===== config.mk =====
export PLATFORM = sky130hd
export DESIGN_NAME = systolic_out_collector
export DESIGN_NICKNAME = d
export VERILOG_FILES = /design/src/rtl/systolic_out_collector.sv
export SDC_FILE = /design/constraint.sdc
export NUM_CORES = 1
export LEC_CHECK = 0
export CORE_MARGIN = 2
export CORE_UTILIZATION = 42
export DETAILED_ROUTE_END_ITERATION = 6
export PLACE_DENSITY = 0.65
export SLEW_MARGIN = 25
export SYNTH_ARGS = -nofsm -noshare
export SYNTH_HDL_FRONTEND = slang
export SYNTH_SLANG_ARGS = --single-unit

===== constraint.sdc =====
create_clock -name clk -period 2.2 [get_ports clk]
set_clock_uncertainty 0.05 [all_clocks]
set_input_delay 0.22 -clock clk [delete_from_list [all_inputs] [get_ports clk]]
set_output_delay 0.22 -clock clk [all_outputs]
set_load 0.02 [all_outputs]

===== src/rtl/systolic_out_collector.sv =====
// systolic_out_collector
//   Reassembles staggered per-column results from the systolic array into
//   column-aligned vectors, buffers them in a small circular FIFO and hands
//   them to the feature-map writer over valid/ready. Signals end-of-frame
//   once everything has drained and keeps sticky error flags.
//
// Ports
//   clk, nrst        : clock (rising edge), asynchronous active-low reset
//   systolic_out     : per-column result, slot c valid when out_en[c]
//   out_en           : per-column capture strobes
//   conv_finish      : convolution complete (may be a one-cycle pulse)
//   clear_err        : synchronous clear of the sticky error bits
//   out_data         : vector at the FIFO head (0 when empty)
//   out_valid        : FIFO non-empty
//   out_ready        : consumer accepts the head vector
//   occupancy        : number of stored vectors
//   frame_done       : one-cycle pulse, convolution fully drained
//   err_overflow     : completed vector dropped, FIFO full
//   err_dup          : a column strobed twice within one vector
//   err_partial      : conv_finish arrived with an incomplete vector
module systolic_out_collector #(
    parameter int width = 8,
    parameter int col   = 3,
    parameter int DEPTH = 4
) (
    input  logic                             clk,
    input  logic                             nrst,
    input  logic [col-1:0][width-1:0]        systolic_out,
    input  logic [col-1:0]                   out_en,
    input  logic                             conv_finish,
    input  logic                             clear_err,
    output logic [col-1:0][width-1:0]        out_data,
    output logic                             out_valid,
    input  logic                             out_ready,
    output logic [$clog2(DEPTH+1)-1:0]       occupancy,
    output logic                             frame_done,
    output logic                             err_overflow,
    output logic                             err_dup,
    output logic                             err_partial
);

    localparam int OCC_W = $clog2(DEPTH + 1);
    localparam int PTR_W = (DEPTH > 1) ? $clog2(DEPTH) : 1;

    logic [col-1:0][width-1:0] hold;
    logic [col-1:0][width-1:0] assembled;
    logic [col-1:0]            captured;
    logic [col-1:0]            accept;
    logic [col-1:0]            cap_all;

    logic [col-1:0][width-1:0] mem [DEPTH];
    logic [PTR_W-1:0]          rd_ptr;
    logic [PTR_W-1:0]          wr_ptr;

    logic complete, dup_hit, pop, room, push, ovf_hit, part_hit;
    logic pending_done;

    // Only columns not yet captured in this vector are accepted; a repeat
    // strobe leaves the slot untouched and is reported as a duplicate.
    assign accept   = out_en & ~captured;
    assign cap_all  = captured | accept;
    assign complete = &cap_all;
    assign dup_hit  = |(out_en & captured);

    always_comb begin
        assembled = hold;
        for (int c = 0; c < col; c++) begin
            if (accept[c]) assembled[c] = systolic_out[c];
        end
    end

    assign out_valid = (occupancy != '0);
    assign pop       = out_valid & out_ready;
    // A full FIFO can still take a vector when the head leaves this cycle.
    assign room      = (occupancy < OCC_W'(DEPTH)) | pop;
    assign push      = complete & room;
    assign ovf_hit   = complete & ~room;
    assign part_hit  = conv_finish & (|captured) & ~complete;

    // Head is gated so that an empty FIFO (including right after reset)
    // presents zero rather than stale storage.
    assign out_data   = out_valid ? mem[rd_ptr] : '0;
    assign frame_done = pending_done & (occupancy == '0) & ~push &
                        (captured == '0);

    // Assembly and FIFO storage: data only, qualified by captured/occupancy.
    always_ff @(posedge clk) begin
        for (int c = 0; c < col; c++) begin
            if (accept[c]) hold[c] <= systolic_out[c];
        end
        if (push) mem[wr_ptr] <= assembled;
    end

    // Control state.
    always_ff @(posedge clk or negedge nrst) begin
        if (!nrst) begin
            captured     <= '0;
            rd_ptr       <= '0;
            wr_ptr       <= '0;
            occupancy    <= '0;
            pending_done <= 1'b0;
            err_overflow <= 1'b0;
            err_dup      <= 1'b0;
            err_partial  <= 1'b0;
        end else begin
            // Completion (pushed or dropped) and a partial discard both
            // restart assembly from an empty mask.
            if (complete || part_hit) captured <= '0;
            else                      captured <= cap_all;

            if (push) begin
                wr_ptr <= (wr_ptr == PTR_W'(DEPTH - 1)) ? '0 : wr_ptr + PTR_W'(1);
            end
            if (pop) begin
                rd_ptr <= (rd_ptr == PTR_W'(DEPTH - 1)) ? '0 : rd_ptr + PTR_W'(1);
            end
            if (push && !pop)      occupancy <= occupancy + OCC_W'(1);
            else if (pop && !push) occupancy <= occupancy - OCC_W'(1);

            // Repeated conv_finish while pending merges into one pulse.
            if (frame_done)       pending_done <= 1'b0;
            else if (conv_finish) pending_done <= 1'b1;

            // Set wins over a simultaneous clear.
            if (ovf_hit)        err_overflow <= 1'b1;
            else if (clear_err) err_overflow <= 1'b0;
            if (dup_hit)        err_dup <= 1'b1;
            else if (clear_err) err_dup <= 1'b0;
            if (part_hit)       err_partial <= 1'b1;
            else if (clear_err) err_partial <= 1'b0;
        end
    end

endmodule


## Word level (Yosys, flattened, before mapping)

Memory sizes are Yosys's and may differ from the RTL's.
Cells that the tools add are included.
W data, S select, Z words.

- Register bits after elaboration: 38
- Memory bits (writable): 96
- Input port bits: 32
- Logic and storage cells: 68
- Memories: 1

Memories:

| name | words | bits a word | read ports | clocked after Yosys merged registers in | wr ports | line | source |
|---|---|---|---|---|---|---|---|
| mem | 4 | 24 | 1 | 0 | 1 | 51 | `logic [col-1:0][width-1:0] mem [DEPTH];` |

- Add/sub/neg operators: 4
- $lt $le $gt $ge: 1
- Equal/unequal tests: 2
- Multiplexer cells: 17
- Bitwise gates (word level): 16
- Reductions and logical operators: 16

Operators by type and width:

| kind | count |
|---|---|
| $mux W24 | 1 |
| $mux W8 | 3 |
| $reduce_bool A2 Y1 | 5 |
| $mux W3 | 3 |
| $and A1 B1 Y1 | 8 |
| $mux W1 | 8 |
| $and A3 B3 Y3 | 2 |
| $logic_not A3 Y1 | 2 |
| $reduce_or A3 Y1 | 2 |
| $add A2 B1 Y2 const B | 2 |
| $eq A2 B2 Y1 const B | 2 |
| $mux W2 | 2 |
| $add A3 B1 Y3 const B | 1 |
| $lt A3 B3 Y1 const B | 1 |
| $not A1 Y1 | 3 |
| $not A3 Y3 | 1 |
| $or A3 B3 Y3 | 1 |
| $reduce_and A3 Y1 | 1 |
| $reduce_bool A3 Y1 | 1 |
| $sub A3 B1 Y3 const B | 1 |
| $logic_and A1 B1 Y1 | 2 |
| $logic_not A1 Y1 | 2 |
| $logic_or A1 B1 Y1 | 1 |
| $or A1 B1 Y1 | 1 |

## Logic depth before layout (Yosys ltp)

- Depth in word-level cells: 9
- Gate-level depth with buffers: 9
- Gate-level depth less buffers: 8

## Least setup slack after synthesis

Ideal clock, no wire load.

- Path kind: register to register
- Start point: register occupancy[2]
- End point: register occupancy[2]
- Library setup time: 80 ps
- Arrival time: 2088 ps
- Required time: 2070 ps
- Path slack: -17 ps
- Cell stages (with the launch flop): 10
- Clock period less this slack: 2217 ps
- Path through: dfrtp_1 -> or3_1 -> buf_2 -> nand2_1 -> ha_1 -> inv_1 -> fa_1 -> xor2_1 -> nor2_1 -> xor2_1

- Longest elaborated chain between the ends: 7

RTL lines:

| what | line | source |
|---|---|---|
| start, declared | 35 | `output logic [$clog2(DEPTH+1)-1:0] occupancy,` |
| start signal, assigned | 117 | `if (push && !pop) occupancy <= occupancy + OCC_W'(1);` |
| start signal, assigned | 118 | `else if (pop && !push) occupancy <= occupancy - OCC_W'(1);` |
| parallel branches: the longest is 7 deep, another holds $lt A3 B3 Y1 | - |  |

Parallel ways; which one is timed is not known. The select of a mux whose other input is x is not followed.
A chain may end at the register's enable or synchronous reset.

## Worst setup path after layout

- Start point: register occupancy[1]
- End point: register occupancy[2]

The elaborated chain is that of the path after synthesis.

==> impl_results.md <==
* Post-Route M1 WL at 4120 µm
* Met3 WL at 533 µm
* Layout cell share with drive strength beyond 1 at 37.9%
* CTS H-tree depth at 4
* Synth area leader: edfxtp_1
* Syn_area_per_cell at around 19 µm²
* Final slew viol count at 0
* FFs w/ async S/R, synth at 10.4%
* Synth top area share at ~56%
* Crit-path slowest cell: or3_4
* CP top delay family: simple AND/OR/NAND/NOR gates
* Overflow after GRT at 0
* Fin crit share at 98.8%
* Data arrival, critical path at about 2500 ps
* Final WL at 9640 µm
* Post-route insts no fill at 532
* Fin nets at between 400 and 500
* Leak at between 2 and 2.5 nW
* Largest net degree at the start of global routing at 27
* Die height at 114 µm
* Hold slack at approximately 150 ps
* Metal2 WL at 4880 µm
* Sink Count at 134
* Peak VDD IR at 0.000739 V
* RD Place Congestion at 0.742
* Yosys cell types at 28
* Endpoints failing setup at 0
* Detailed Route Iter0 Violations at 137
* IO buf count at 63
* Leading cell types by count after synthesis: 96 x edfxtp_1, 28 x and2_1, 24 x dfxtp_1, 24 x mux4_2, 23 x mux2_2
* Main synth FF type: edfxtp_1
* Yosys warning count at 0
* Seq pwr share at about 36%
* First-pass GRT wire length at 14900 µm
* Relative slew slack at 59.1%
* Drt via density at around 5.0
* Post-route cell area at a little under 7000 µm²
* Critical Path Start Type: flop
* Min-delay worst type: primary input to async pin
* Fin. Hold Viols at 0
* CP bufs+invs at 2
* Final ANT Viol Nets at 0
* Die Footprint at 13100 µm²
* Mapped Area at 5110 µm²
* N_diodes at 0
* DRC at 0
* Post-synthesis sequential area ratio at 72.7%
* GRT Total Usage at 15.7%
* Vias at 2642
* Placed Cells at slightly below 500
* Area after DPL at a little over 6000 µm²
* CP cell instances: or3_4 -> buf_12 -> nand2_4 -> ha_4 -> inv_1 -> fa_2 -> xor2_1 -> nor2_1 -> xor2_1
* Worst-path clk slew at ~50 ps
* Layout area overhead at 32.8%
* Power per Cell Area at approximately 1500 nW/µm²
* Count leader, synth: edfxtp_1
* Int Power at 0.00714 W
* Placeable Area at 12000 µm²
* Status: finished, final reports clean
* Unrepaired setup endpoints after global routing: yes
* Cells after synthesis at 269
* I/O pins at 64
* Worst path max stage delay at 410 ps
* Max-Cap Viols at 0
* Utilization after layout at 56.7%
* Crit path capture type: flop
* Synth Register Bits at 134
* Num CTS Buffers at 17
* Drt first pass iters at 6
* Worst Path Required at approximately 2500 ps
* Post-DP HPWL at 5850 µm
* Synth area leaders: edfxtp_1 56%, mux4_2 11%, dfxtp_1 9.4%
* Number of global-route vias before repair at 2798
* Initial antenna violation count at 0
* Root Buffer Master: clkbuf_16
* Critical path type: flop to flop
* Worst-Skew Late Latency at 410 ps
* Crit-path most repeated cell: xor2_1
* Comb power frac at between 30 and 40%
* Highest clock rate at 460 MHz
* Setup Total Neg Slack at 0 ps
* Net Sw Frac at slightly below 30%
* Top Layer Used: met4
* Worst Tran Pin Value at roughly 600 ps
* Post-synth EDFFs at 96
* Minimum clock period at 2170 ps
* WL per Instance at 18.1 µm
* Initial core utilization at 42.7%
* Die width at 114 µm
* Post-synthesis net count at around 310
* Clock network power share at 30.3%
* Switching pwr at 0.00296 W
* CTS tree: built
* Rows at 40
* Crit Path Max Fanout at 13
* Clock tree buffer depth at 2
==> stage by stage <==
| stage | worst slack [ps] | power [W] |
|---|---|---|
| 2_1_floorplan | 2.56 | 0.00569 |
| 3_3_place_gp | -54.5 | 0.00714 |
| 3_5_place_dp | -118 | 0.00723 |
| 4_1_cts | -50.3 | 0.0102 |
| 5_1_grt | -56.6 | 0.0106 |
| 6_report | 25.7 | 0.0101 |
==> logic make-up (layout without fill, tap and decap cells) <==
kind of cell / after synthesis / after routing / synth area share [%]
DFF: 134 / 134 / 72.7
xor gates and xnor gates: 3 / 3 / 0.514
buffers and inverters: 16 / 132 / 1.27
muxes: 53 / 53 / 17.0
and+or+nand+nor: 48 / 48 / 5.46
AOI/OAI and AO/OA: 8 / 8 / 1.25
adders and majority gates: 7 / 7 / 1.86
==> state kept, by name (all words and copies together), names as in the netlist <==
signal and cells:
mem 96, pending_done 1, rd_ptr 2, err_overflow 1, occupancy 3, wr_ptr 2
captured 3, err_dup 1, err_partial 1, hold 24
==> cell usage in the layout (no fill, tap or decap), types with 2 or more instances in the layout <==
cell type and instances:
buf_12 5, dfxtp_1 24, nor2_1 10, clkdlybuf4s50_1 37, ha_1 5, xor2_1 2
bufinv_16 5, edfxtp_1 96, inv_1 4, clkinvlp_4 2, buf_6 3, buf_2 21
a22o_1 2, dfrtp_2 3, clkinv_2 2, clkinv_4 2, mux2_1 6, nand2b_1 4
buf_4 28, clkbuf_16 18, clkbuf_1 2, mux2_2 23, mux4_2 24, dfrtp_1 11
and2_1 27
==> final timing paths <==
path                              startpoint           end  slack, ps  depth (start not counted)
worst min register to register   err_partial   err_partial        460                          1
min in group clk                   clear_err   err_partial        420                          3
worst max-delay path            occupancy[1]  occupancy[2]         30                          9
worst min-delay path                    nrst   err_partial        150                          1
max in group asynchronous               nrst     rd_ptr[0]       1520                          1
worst max register to register  occupancy[1]  occupancy[2]         30                          9
==> metal layers <==
layer	track usage, %	vias to the layer above
li1	-	1242
met1	19.7	1317
met2	26.3	75
met3	4.02	8
met4	5.85	0
met5	0	-
==> power groups by stage <==
stage | Combinational (W) | Sequential, W | Clock, W
finish | 0.00342 | 0.00362 | 0.00306
global route | 0.00370 | 0.00368 | 0.00321
CTS | 0.00344 | 0.00362 | 0.00311
detailed placement | 0.00358 | 0.00365 | 0
global placement | 0.00351 | 0.00362 | 0
floorplan | 0.00202 | 0.00367 | 0
==> what timing repair did <==
item | 4_1_cts | 5_1_grt
buffers inserted | 1 | 1
cloned | 1 | 1
endpoints found under the setup margin | 28 | 12
gates resized for setup | 113 | 8
pin swaps | 2 | 4
hold buffers | 0 | 0
==> final cells by class <==
class	count	area, µm²
Clock buffer	20	447
Clock inverter	12	201
Fill cell	928	5170
Inverter	4	15.0
Multi-Input combinational cell	119	1370
Sequential cell	134	3720
Tap cell	147	184
Timing Repair Buffer	96	853
(Power assumes the default switching activity.)
